===== config.mk =====
export PLATFORM = sky130hd
export DESIGN_NAME = imem_loader
export DESIGN_NICKNAME = d
export VERILOG_FILES = /design/src/rtl/imem_loader.sv
export SDC_FILE = /design/constraint.sdc
export NUM_CORES = 1
export LEC_CHECK = 0
export ABC_CLOCK_PERIOD_IN_PS = 2800
export BUFFER_PORTS_ARGS = -buffer_cell sky130_fd_sc_hd__buf_2
export CAP_MARGIN = 20
export CORE_ASPECT_RATIO = 0.5
export CORE_UTILIZATION = 50
export DETAILED_ROUTE_END_ITERATION = 6
export GPL_TIMING_DRIVEN = 0
export PLACE_DENSITY = 0.78
export SLEW_MARGIN = 0
export SYNTH_ARGS = -nofsm -noshare
export SYNTH_HDL_FRONTEND = slang
export SYNTH_SLANG_ARGS = --single-unit

===== constraint.sdc =====
create_clock -name clk -period 2.8 [get_ports clk]
set_input_delay 0 -clock clk [delete_from_list [all_inputs] [get_ports clk]]
set_output_delay 0 -clock clk [all_outputs]
set_load 0.05 [all_outputs]

===== src/rtl/imem_loader.sv =====
// Runtime instruction-memory loader: takes bytes from pins via a strobe handshake,
// writes them sequentially into imem, holds the core meanwhile and restarts it afterwards.
module imem_loader #(
  parameter int IMEM_SZ = 16,
  parameter int ADDR_W  = 4,
  parameter int DATA_W  = 8
) (
  input  logic              clk,
  input  logic              rst_n,
  input  logic              load_en_i,
  input  logic              strobe_i,
  input  logic [DATA_W-1:0] data_i,
  output logic              wr_en_o,
  output logic [ADDR_W-1:0] wr_addr_o,
  output logic [DATA_W-1:0] wr_data_o,
  output logic              cpu_hold_o,
  output logic              cpu_restart_o,
  output logic              load_done_o,
  output logic [7:0]        checksum_o
);

  typedef enum logic [1:0] {IDLE, LOAD, DONE} state_t;

  state_t state, state_next;

  logic le_m, le_s;
  logic st_m, st_s, st_d;
  logic st_rise_q;
  logic [ADDR_W-1:0] addr_cnt;

  logic do_start, do_write, do_restart, last_word;

  // The extra registered rise stage sets the strobe-to-write latency at four clocks.
  always_ff @(posedge clk or negedge rst_n) begin
    if (!rst_n) begin
      le_m      <= 1'b0;
      le_s      <= 1'b0;
      st_m      <= 1'b0;
      st_s      <= 1'b0;
      st_d      <= 1'b0;
      st_rise_q <= 1'b0;
    end else begin
      le_m      <= load_en_i;
      le_s      <= le_m;
      st_m      <= strobe_i;
      st_s      <= st_m;
      st_d      <= st_s;
      st_rise_q <= (state == LOAD) && st_s && !st_d;
    end
  end

  always_ff @(posedge clk or negedge rst_n) begin
    if (!rst_n) state <= IDLE;
    else        state <= state_next;
  end

  assign last_word = (addr_cnt == ADDR_W'(IMEM_SZ - 1));

  // Abort (load_en dropped) takes priority over a pending byte.
  always_comb begin
    state_next = state;
    case (state)
      IDLE: if (le_s) state_next = LOAD;
      LOAD: begin
        if (!le_s)                       state_next = IDLE;
        else if (st_rise_q && last_word) state_next = DONE;
      end
      DONE: if (!le_s) state_next = IDLE;
      default: state_next = IDLE;
    endcase
  end

  always_comb begin
    cpu_hold_o = (state != IDLE);
    do_start   = (state == IDLE) && le_s;
    do_write   = (state == LOAD) && le_s && st_rise_q;
    do_restart = (state != IDLE) && !le_s;
  end

  // Registered datapath; load_done and checksum persist in IDLE until the next load starts.
  always_ff @(posedge clk or negedge rst_n) begin
    if (!rst_n) begin
      wr_en_o       <= 1'b0;
      wr_addr_o     <= '0;
      wr_data_o     <= '0;
      cpu_restart_o <= 1'b0;
      load_done_o   <= 1'b0;
      checksum_o    <= 8'h00;
      addr_cnt      <= '0;
    end else begin
      wr_en_o       <= do_write;
      cpu_restart_o <= do_restart;
      if (do_start) begin
        addr_cnt    <= '0;
        checksum_o  <= 8'h00;
        load_done_o <= 1'b0;
      end else if (do_write) begin
        wr_addr_o  <= addr_cnt;
        wr_data_o  <= data_i;
        addr_cnt   <= addr_cnt + 1'b1;
        checksum_o <= checksum_o + 8'(data_i);
        if (last_word) load_done_o <= 1'b1;
      end
    end
  end

endmodule


==> results.tsv, run 1 <==
metric	value	unit
status	complete, no violations	
Synth Area in Adders	7.33	%
leakage	1.09	nW
first-pass GRT wire length	5500	um
Gate Count Post-Synth	154	
Final Power	0.00123	W
XOR/XNOR share of the synthesized area	3.21	%
Max Clk Rate	0.499	GHz
Synth Area in Compound Gates	11.5	%
CP Capture Type	register	
clk buf depth	2	
initial DRC count	101	
Max VDD drop	380	uV
vias in the first global route	1272	
data arrival time of the worst path	2.18	ns
met3 GRT Util	7.68	%
hold crit path type	input pin to async pin	
PD cells	600	nW/um^2
clk slew on worst S/H paths	0.07	ns
FFs w/ async S/R, synth	100	%
DR DRC count	0	
Area Growth Syn to Fin	25.4	%
r2r endpoint	checksum_o[6]	
Setup Skew	0.00486	ns
Mapped Nets	175	
antenna viol nets, final	0	
hold buffers post-CTS	11	
Max Fanout on Critical Path	3	
TritonCTS clock tree	yes	
IO buf count	35	
R2R depth	7	
FF-to-FF setup slack	0.80	ns
ys flop type	dfrtp_1	
post-CTS setup buffers	0	
M1 GR Usage	25.5	%
Simple-Gate Fraction of Synth Area	19.4	%
met2 Usage GRT	32.6	%
share of the synthesized area in the top cell type	53.4	%
global route total overflow	0	
initial antenna violation count	0	
clock sinks	35	
nets	228	
post-synthesis mux area share	2.14	%
Tmin final	2.01	ns
core footprint	3070	um^2
Post-synth top cells	nand2_1 (43), dfrtp_1 (35), ha_1 (8), nor2_1 (8), a21oi_1 (5)	
# rows	14	
sequential area share after synthesis	53.4	%
critical path class	input pin to register	
Initial Util	53.5	%
Num CTS Buffers	5	
hpwl dp	2190	um
synth unique cells	38	
post-synthesis instance area	1640	um^2
dominant cell by count in the synthesized netlist	nand2_1	
worst path required time	2.98	ns
DR vias	1294	
largest family of logic cells by synthesized area	simple AND/OR/NAND/NOR gates	
H-tree depth	2	
DR vias/cell	5.22	
Fin Setup TNS	0	ns
RSZ-0062 raised after global routing	no	
wire per inst	12.9	um
die footprint	3520	um^2
# setup viols final	0	
post-cts sizing count	0	
Synth Register Bits	35	
Die Span X	83.0	um
fillers	253	
Synth Warn #	0	
leading post-synthesis cells by cell area	dfrtp_1 (53%), nand2_1 (9.8%), ha_1 (6.1%)	
Startpoint Class	input pin	
Die Y	42.5	um
layout cells sized above 1	26.4	%
Total GRT Usage	20.7	%
Pins Over Slew Limit	0	
pin count of the biggest net entering global routing	36	
Post-Synthesis Mean Instance Area	10.6	um^2
Worst-Skew Late Latency	0.29	ns
Worst R2R Start	checksum_o[0]	
CTS Root Cell	clkbuf_8	
global placer's final weighted congestion	0.827	
Synth area leader	dfrtp_1	
total wire length	3190	um
most used routing layer	met2	
final hold violation count	0	
max_cap viols	0	
fin crit share	71.6	%
Diodes inserted	0	
Pre-Repair DR Iteration Count	4	
Worst Max-Slew Pin Slew	0.754	ns
IO Count	36	
EDFF count, synth	0	
Slew HR	49.8	%
-- placed cells by master, fill, tap and decap left out, types with 4 or more instances in the layout --
master         synthesis  layout
o21ai_0                4       4
dlygate4sd3_1          0      11
a21oi_1                5       5
nor2_1                 8       8
dfrtp_1               35      35
buf_2                  2      37
o21ai_1                4       4
clkbuf_8               0       5
ha_1                   8       8
nand2_1               43      43
-- where the power goes --
group,switching [W],total (W),internal (W)
clock network,0.000178,0.000353,0.000174
registers,0.0000238,0.000572,0.000549
logic,0.000221,0.000308,0.0000866
total,0.000423,0.00123,0.000810
-- worst max-delay path by stage --
stage	startpoint	to	slack, ns	cells past startpoint
floorplan	checksum_o[0]	checksum_o[6]	0.66	7
global placement	checksum_o[0]	checksum_o[6]	0.84	7
detailed placement	checksum_o[0]	checksum_o[6]	0.81	7
CTS	checksum_o[0]	checksum_o[6]	0.80	7
global route	data_i[0]	checksum_o[6]	0.72	9
finish	data_i[0]	checksum_o[6]	0.79	9
-- critical path, stage by stage --
cell and delay (ns):
dlygate4sd3_1 0.55, buf_2 0.13, ha_1 0.24, fa_1 0.42, a21o_1 0.18, a21o_1 0.20
a21oi_1 0.19, mux2i_1 0.20, nand2_1 0.06
-- layer usage --
| metal | vias up | wire length [um] |
|---|---|---|
| met5 | - | 0 |
| met2 | 30 | 1440 |
| met1 | 620 | 1530 |
| met3 | 10 | 161 |
| met4 | 0 | 63 |
| li1 | 634 | - |
-- layout make-up --
class	instances	area [um^2]	area share (%)
Sequential cell	35	876	42.6
Multi-Input combinational cell	111	714	34.8
Timing Repair Buffer	46	285	13.9
Clock buffer	7	76.3	3.71
Tap cell	40	50.0	2.43
Buffer	4	32.5	1.58
Inverter	4	16.3	0.791
Clock inverter	1	5.00	0.243
-- flip-flops by register name, summed over array words and instances, names as in the netlist, 2 cells and up --
register / cells
addr_cnt: 4
wr_addr_o: 4
wr_data_o: 8
checksum_o: 8
state: 2
-- logic make-up after synthesis --
family / after synthesis
flip-flops: 35
XOR/XNOR: 6
multiplexers: 3
AO/OA/AOI/OAI: 27
AND/OR/NAND/NOR: 66
buffers and inverters: 8
adder cells (fa/ha/maj): 9
-- metrics by stage --
stage          hold WS (ns)  setup slack (ns)  instances  area (um^2)  utilization, %
2_1_floorplan        -0.296             0.662        154         1640               -
6_report              0.307             0.795        248         2060            67.1
4_1_cts               0.340             0.796        248         2060            67.1
3_3_place_gp          0.108             0.838        229         1860            60.8
5_1_grt               0.340             0.725        248         2060            67.1
3_5_place_dp          0.109             0.809        229         1860            60.8
(Power assumes the default switching activity.)
==> run 2: changes to the inputs <==
--- a/config.mk
+++ b/config.mk
@@ -5,7 +5,7 @@
 export SDC_FILE = /design/constraint.sdc
 export NUM_CORES = 1
 export LEC_CHECK = 0
-export ABC_CLOCK_PERIOD_IN_PS = 2800
+export ABC_CLOCK_PERIOD_IN_PS = 2000
 export BUFFER_PORTS_ARGS = -buffer_cell sky130_fd_sc_hd__buf_2
 export CAP_MARGIN = 20
 export CORE_ASPECT_RATIO = 0.5
==> constraint.sdc (replaced) <==
create_clock -name clk -period 2 [get_ports clk]
set_input_delay 0 -clock clk [delete_from_list [all_inputs] [get_ports clk]]
set_output_delay 0 -clock clk [all_outputs]
set_load 0.05 [all_outputs]
==> run 2 against run 1 <==
Compared with the run above:
- register-to-register slack got worse by 0.69 ns
- die area unchanged
- sequential share of layout area decreased by 0.069 points
- sequential power increased by 40%
- hold slack improved by 0.029 ns
- count of clock-buffer cells in the layout unchanged
- largest cell class unchanged
- largest power group unchanged
==> results.tsv, run 2 (same netlist as run 1, synthesis figures left out) <==
metric	value	unit	change
status	complete, no violations		unchanged
DR vias/cell	5.11		was 5.22
vias in the first global route	1182		was 1,272
commonest cells after routing, fill and taps aside	nand2_1 (43), buf_2 (37), dfrtp_1 (34)		was nand2_1 (43), buf_2 (37), dfrtp_1 (35)
pre-CTS WS	0.0525	ns	was 0.809 ns
Fin Setup TNS	0	ns	unchanged
Max Fanout on Critical Path	3		unchanged
master of the slowest instance on the critical path	dfrtp_2		was dlygate4sd3_1
final hold violation count	0		unchanged
initial antenna violation count	0		unchanged
Pins Over Slew Limit	0		unchanged
CP Capture Type	register		unchanged
Setup Skew	0.00458	ns	was 0.00486 ns
data arrival time of the worst path	2.06	ns	was 2.18 ns
Max Clk Rate	0.530	GHz	
hold crit path type	input pin to async pin		unchanged
Top Registers	checksum_o x8, wr_data_o x8		unchanged
total wire length	3160	um	was 3190 um
IO Count	36		unchanged
Tmin final	1.89	ns	
clk slew on worst S/H paths	0.07	ns	about the same
DR vias	1267		was 1,294
initial DRC count	76		was 101
Setup WS post-layout	0.113	ns	was 0.795 ns
CP cell instances	ha_2, fa_2, a21o_1, a21o_1, a21oi_1, mux2i_1, nand2_1		was dlygate4sd3_1, buf_2, ha_1, fa_1, a21o_1, a21o_1, a21oi_1, mux2i_1, nand2_1
Pre-Repair DR Iteration Count	5		was 4
Slew HR	48.3	%	was 49.8%
Diodes inserted	0		unchanged
first-pass GRT wire length	5530	um	was 5500 um
critical path class	register to register		was input pin to register
DR DRC count	0		unchanged
core footprint	3070	um^2	unchanged
# rows	14		unchanged
TritonCTS clock tree	yes		unchanged
worst path required time	2.17	ns	was 2.98 ns
PD cells	836	nW/um^2	was 600 nW/um^2
leakage	1.09	nW	about the same
Worst-Skew Late Latency	0.28	ns	was 0.29 ns
Die Y	42.5	um	unchanged
# setup viols final	0		unchanged
global placer's final weighted congestion	0.840		was 0.827
pin count of the biggest net entering global routing	36		unchanged
H-tree depth	2		unchanged
RSZ-0062 raised after global routing	no		unchanged
layout cells sized above 1	27.9	%	was 26.4%
wire per inst	12.7	um	was 12.9 um
Max VDD drop	470	uV	was 380 uV
global route total overflow	0		unchanged
CTS Root Cell	clkbuf_8		unchanged
Startpoint Class	register		was input pin
hpwl dp	2180	um	was 2190 um
most used cell, CP	a21o_1		unchanged
nets	228		unchanged
max incr delay on CP	0.42	ns	was 0.55 ns
Worst Max-Slew Pin Slew	0.776	ns	was 0.754 ns
Initial Util	53.5	%	unchanged
antenna viol nets, final	0		unchanged
Area Growth Syn to Fin	25.8	%	was 25.4%
fin crit share	94.3	%	
Die Span X	83.0	um	unchanged
clk buf depth	2		unchanged
most common cell after layout, fill and taps aside	nand2_1		unchanged
clock sinks	35		unchanged
max_cap viols	0		unchanged
Num CTS Buffers	5		unchanged
fillers	241		was 253
IO buf count	35		unchanged
Total GRT Usage	20.7	%	about the same
die footprint	3520	um^2	unchanged
## run 2: cell counts in the layout (fill, tap and decap cells not counted)
Identical to the previous run, type by type.
## run 2: where the power goes
group | total [W] | internal, W | switching, W
registers | 0.000801 | 0.000768 | 0.0000325
clock network | 0.000491 | 0.000244 | 0.000247
logic | 0.000432 | 0.000122 | 0.000310
## run 2: metal layers
metal	track usage (%)	part of all wire, %	up-vias
met5	0	0	-
met4	6.21	0.86	0
li1	-	-	635
met3	6.10	6.0	4
met1	29.1	49	594
met2	31.3	44	34
## run 2: worst max-delay path: cells and delay by family (launching register included)
| kind | cells | cell delay [ns] |
|---|---|---|
| flip-flops | 1 | 0.42 |
| adder cells (fa/ha/maj) | 2 | 0.56 |
| multiplexers | 1 | 0.21 |
| AND/OR/NAND/NOR | 1 | 0.06 |
| AO/OA/AOI/OAI | 3 | 0.53 |
## run 2: area by class of cell
| type | count | area, um^2 | share of cell area, % |
|---|---|---|---|
| Sequential cell | 35 | 877 | 42.5 |
| Buffer | 4 | 32.5 | 1.58 |
| Timing Repair Buffer | 46 | 285 | 13.8 |
| Clock inverter | 1 | 5.00 | 0.243 |
| Multi-Input combinational cell | 111 | 719 | 34.9 |
| Tap cell | 40 | 50.0 | 2.43 |
| Inverter | 4 | 16.3 | 0.789 |
| Clock buffer | 7 | 76.3 | 3.70 |
## run 2: metrics by stage
step | util [%] | cells | instance area [um^2] | hold slack (ns) | power [W]
after floorplan | - | 154 | 1640 | -0.296 | 0.00112
after global placement | 60.9 | 229 | 1870 | 0.108 | 0.00122
after detailed placement | 60.9 | 229 | 1870 | 0.109 | 0.00123
after CTS | 67.2 | 248 | 2060 | 0.347 | 0.00174
after global routing | 67.3 | 248 | 2060 | 0.351 | 0.00181
final | 67.3 | 248 | 2060 | 0.336 | 0.00172
## run 2: final timing paths
check / from / endpoint / slack, ns / cells after the start
max: checksum_o[0] / checksum_o[6] / 0.11 / 7
min: rst_n / checksum_o[5] / 0.34 / 2
max reg2reg: checksum_o[0] / checksum_o[6] / 0.11 / 7
min reg2reg: le_m / le_s / 0.35 / 0
max in group asynchronous: rst_n / checksum_o[0] / 1.12 / 2
min in group clk: le_m / le_s / 0.35 / 0
## run 2: timing repair
item | 4_1_cts | 5_1_grt
hold buffers | 11 | 0
endpoints found under the setup margin | 0 | 1
gates resized for setup | 0 | 1
endpoints found under the hold margin | 45 | 0
buffers inserted | 0 | 0
==> run 3: changes to the inputs <==
--- a/config.mk
+++ b/config.mk
@@ -5,14 +5,16 @@
 export SDC_FILE = /design/constraint.sdc
 export NUM_CORES = 1
 export LEC_CHECK = 0
-export ABC_CLOCK_PERIOD_IN_PS = 2000
+export ABC_CLOCK_PERIOD_IN_PS = 1900
 export BUFFER_PORTS_ARGS = -buffer_cell sky130_fd_sc_hd__buf_2
 export CAP_MARGIN = 20
+export CELL_PAD_IN_SITES_DETAIL_PLACEMENT = 1
+export CELL_PAD_IN_SITES_GLOBAL_PLACEMENT = 2
 export CORE_ASPECT_RATIO = 0.5
-export CORE_UTILIZATION = 50
+export CORE_UTILIZATION = 33
 export DETAILED_ROUTE_END_ITERATION = 6
 export GPL_TIMING_DRIVEN = 0
-export PLACE_DENSITY = 0.78
+export PLACE_DENSITY_LB_ADDON = 0.25
 export SLEW_MARGIN = 0
 export SYNTH_ARGS = -nofsm -noshare
 export SYNTH_HDL_FRONTEND = slang
==> constraint.sdc (replaced) <==
create_clock -name clk -period 1.9 [get_ports clk]
set_input_delay 0 -clock clk [delete_from_list [all_inputs] [get_ports clk]]
set_output_delay 0 -clock clk [all_outputs]
set_load 0.05 [all_outputs]
==> run 3 against run 2 <==
Compared with the run above:
- count of clock-buffer cells in the layout down 1
- cell area up 4.0%
- clock power up 38%
- power up 15%
- critical path type unchanged
- maximum frequency up 0.44%
- critical path depth unchanged
==> results.tsv, run 3 (same netlist as run 1, synthesis figures left out) <==
metric	value	unit	change
Critical Path Start	checksum_o[0]		unchanged
core footprint	4570	um^2	was 3070 um^2
clk buf depth	2		unchanged
# setup viols final	0		unchanged
Total GRT Usage	17.9	%	was 20.7%
PD cells	927	nW/um^2	was 836 nW/um^2
clk slew on worst S/H paths	0.07	ns	about the same
global route total overflow	0		unchanged
Top Registers	checksum_o x8, wr_data_o x8		unchanged
H-tree depth	2		unchanged
initial antenna violation count	0		unchanged
multi-input logic area	733	um^2	was 719 um^2
most common cell after layout, fill and taps aside	nand2_1		unchanged
DR vias	1299		was 1,267
DR vias/cell	4.72		was 5.11
Worst-Skew Late Latency	0.29	ns	was 0.28 ns
Initial Util	35.8	%	was 53.5%
# rows	17		was 14
Placed Instances	255		was 229
Diodes inserted	0		unchanged
FF-to-FF setup slack	0.02	ns	was 0.11 ns
Pre-Repair DR Iteration Count	4		was 5
Worst Max-Slew Pin Slew	0.806	ns	was 0.776 ns
CP cell instances	ha_4, fa_2, a21o_1, a21o_1, a21oi_2, mux2i_1, nand2_1		was ha_2, fa_2, a21o_1, a21o_1, a21oi_1, mux2i_1, nand2_1
Setup Skew	0.0109	ns	was 0.00458 ns
most used cell, CP	a21o_1		unchanged
net switching power	0.000657	W	was 0.000590 W
DR DRC count	0		unchanged
Startpoint Class	register		unchanged
initial DRC count	9		was 76
critical path class	register to register		unchanged
status	complete, no violations		unchanged
combinational share of power	23.5	%	was 25.1%
switching part of the total	33.1	%	was 34.2%
post-route design area	2140	um^2	was 2060 um^2
Area Growth Syn to Fin	30.8	%	was 25.8%
die footprint	5270	um^2	was 3520 um^2
TritonCTS clock tree	yes		unchanged
layout cells sized above 1	29.2	%	was 27.9%
Die Span X	102	um	was 83.0 um
Fin Setup TNS	0	ns	unchanged
global placer's final weighted congestion	0.683		was 0.840
sequential share of power	42.5	%	was 46.4%
clock sinks	35		unchanged
antenna viol nets, final	0		unchanged
hpwl dp	2770	um	was 2180 um
final hold violation count	0		unchanged
Worst R2R Start	checksum_o[0]		unchanged
wire per inst	14.9	um	was 12.7 um
post-cts sizing count	0		unchanged
fillers	518		was 241
leakage	1.11	nW	was 1.09 nW
CP Capture Type	register		unchanged
placed cell area	1920	um^2	was 1870 um^2
IO Count	36		unchanged
nets	229		was 228
Internal	0.00133	W	was 0.00113 W
max incr delay on CP	0.43	ns	was 0.42 ns
hold crit path type	input pin to async pin		unchanged
commonest cells after routing, fill and taps aside	nand2_1 (43), buf_2 (37), dfrtp_1 (34)		unchanged
Max VDD drop	369	uV	was 470 uV
Post-Layout Cell Count	275		was 248
master of the slowest instance on the critical path	dfrtp_2		unchanged
Register Area	877	um^2	unchanged
Max Clk Rate	0.532	GHz	was 0.530 GHz
RSZ-0062 raised after global routing	yes		was no
CTS Root Cell	clkbuf_8		unchanged
max_cap viols	0		unchanged
Clk pwr share	34.0	%	was 28.5%
worst path required time	2.08	ns	was 2.17 ns
Max Fanout on Critical Path	3		unchanged
Slew HR	46.3	%	was 48.3%
Die Y	51.8	um	was 42.5 um
pin count of the biggest net entering global routing	36		unchanged
fin crit share	98.9	%	was 94.3%
IO buf count	35		unchanged
vias in the first global route	1340		was 1,182
total wire length	4090	um	was 3160 um
first-pass GRT wire length	6760	um	was 5530 um
Tmin final	1.88	ns	was 1.89 ns
Pins Over Slew Limit	0		unchanged
data arrival time of the worst path	2.06	ns	about the same
Num CTS Buffers	5		unchanged
==> run 3: area by class of cell <==
cell class,count,share of cell area (%)
buffer,4,1.52
clock buffer,6,3.38
clock inverter,2,1.75
inverter,4,0.758
multi-input combinational,111,34.2
sequential,35,40.9
tap,66,3.85
timing repair buffer,47,13.7
==> run 3: critical path: cells and delay by family, from the launching register on <==
kind / cells / cell delay [ns]
adders and majority gates: 2 / 0.54
AOI/OAI and AO/OA: 3 / 0.51
DFF: 1 / 0.43
muxes: 1 / 0.22
and+or+nand+nor: 1 / 0.06
==> run 3: metrics by stage <==
step           setup WS (ns)  power (W)  hold WS, ns  utilization [%]
5_1_grt              -0.0546    0.00209        0.343             46.9
2_1_floorplan        0.00913    0.00118       -0.296                -
3_5_place_dp          0.0138    0.00131        0.112             41.9
4_1_cts               0.0155    0.00202        0.334             46.9
3_3_place_gp          0.0388    0.00130        0.109             41.9
6_report              0.0214    0.00199        0.323             46.9
==> run 3: repair_timing <==
item / 4_1_cts / 5_1_grt
buffers inserted: 1 / 0
hold buffers: 11 / 0
pin swaps: 1 / 0
endpoints found under the setup margin: 1 / 1
hold endpoints to repair: 45 / 0
==> run 3: worst paths after layout <==
path                                  to  depth (start not counted)
setup / recovery           checksum_o[6]                          7
hold / removal             checksum_o[4]                          2
setup reg to reg           checksum_o[6]                          7
hold reg to reg                     st_s                          0
max in group asynchronous  checksum_o[0]                          2
min in group clk                    st_m                          2
==> run 3: routing by layer <==
layer / vias up / global-route usage, % / wire length, um
li1: 633 / - / -
met5: - / 0 / 0
met2: 24 / 28.8 / 1840
met3: 5 / 4.84 / 129
met1: 637 / 23.3 / 2080
met4: 0 / 6.52 / 34
==> run 3: power by group through the flow <==
stage / registers [W] / logic (W) / clock network, W
final: 0.000845 / 0.000467 / 0.000676
after global routing: 0.000853 / 0.000504 / 0.000731
after CTS: 0.000846 / 0.000471 / 0.000700
after detailed placement: 0.000861 / 0.000450 / 0
after global placement: 0.000858 / 0.000442 / 0
after floorplan: 0.00105 / 0.000131 / 0
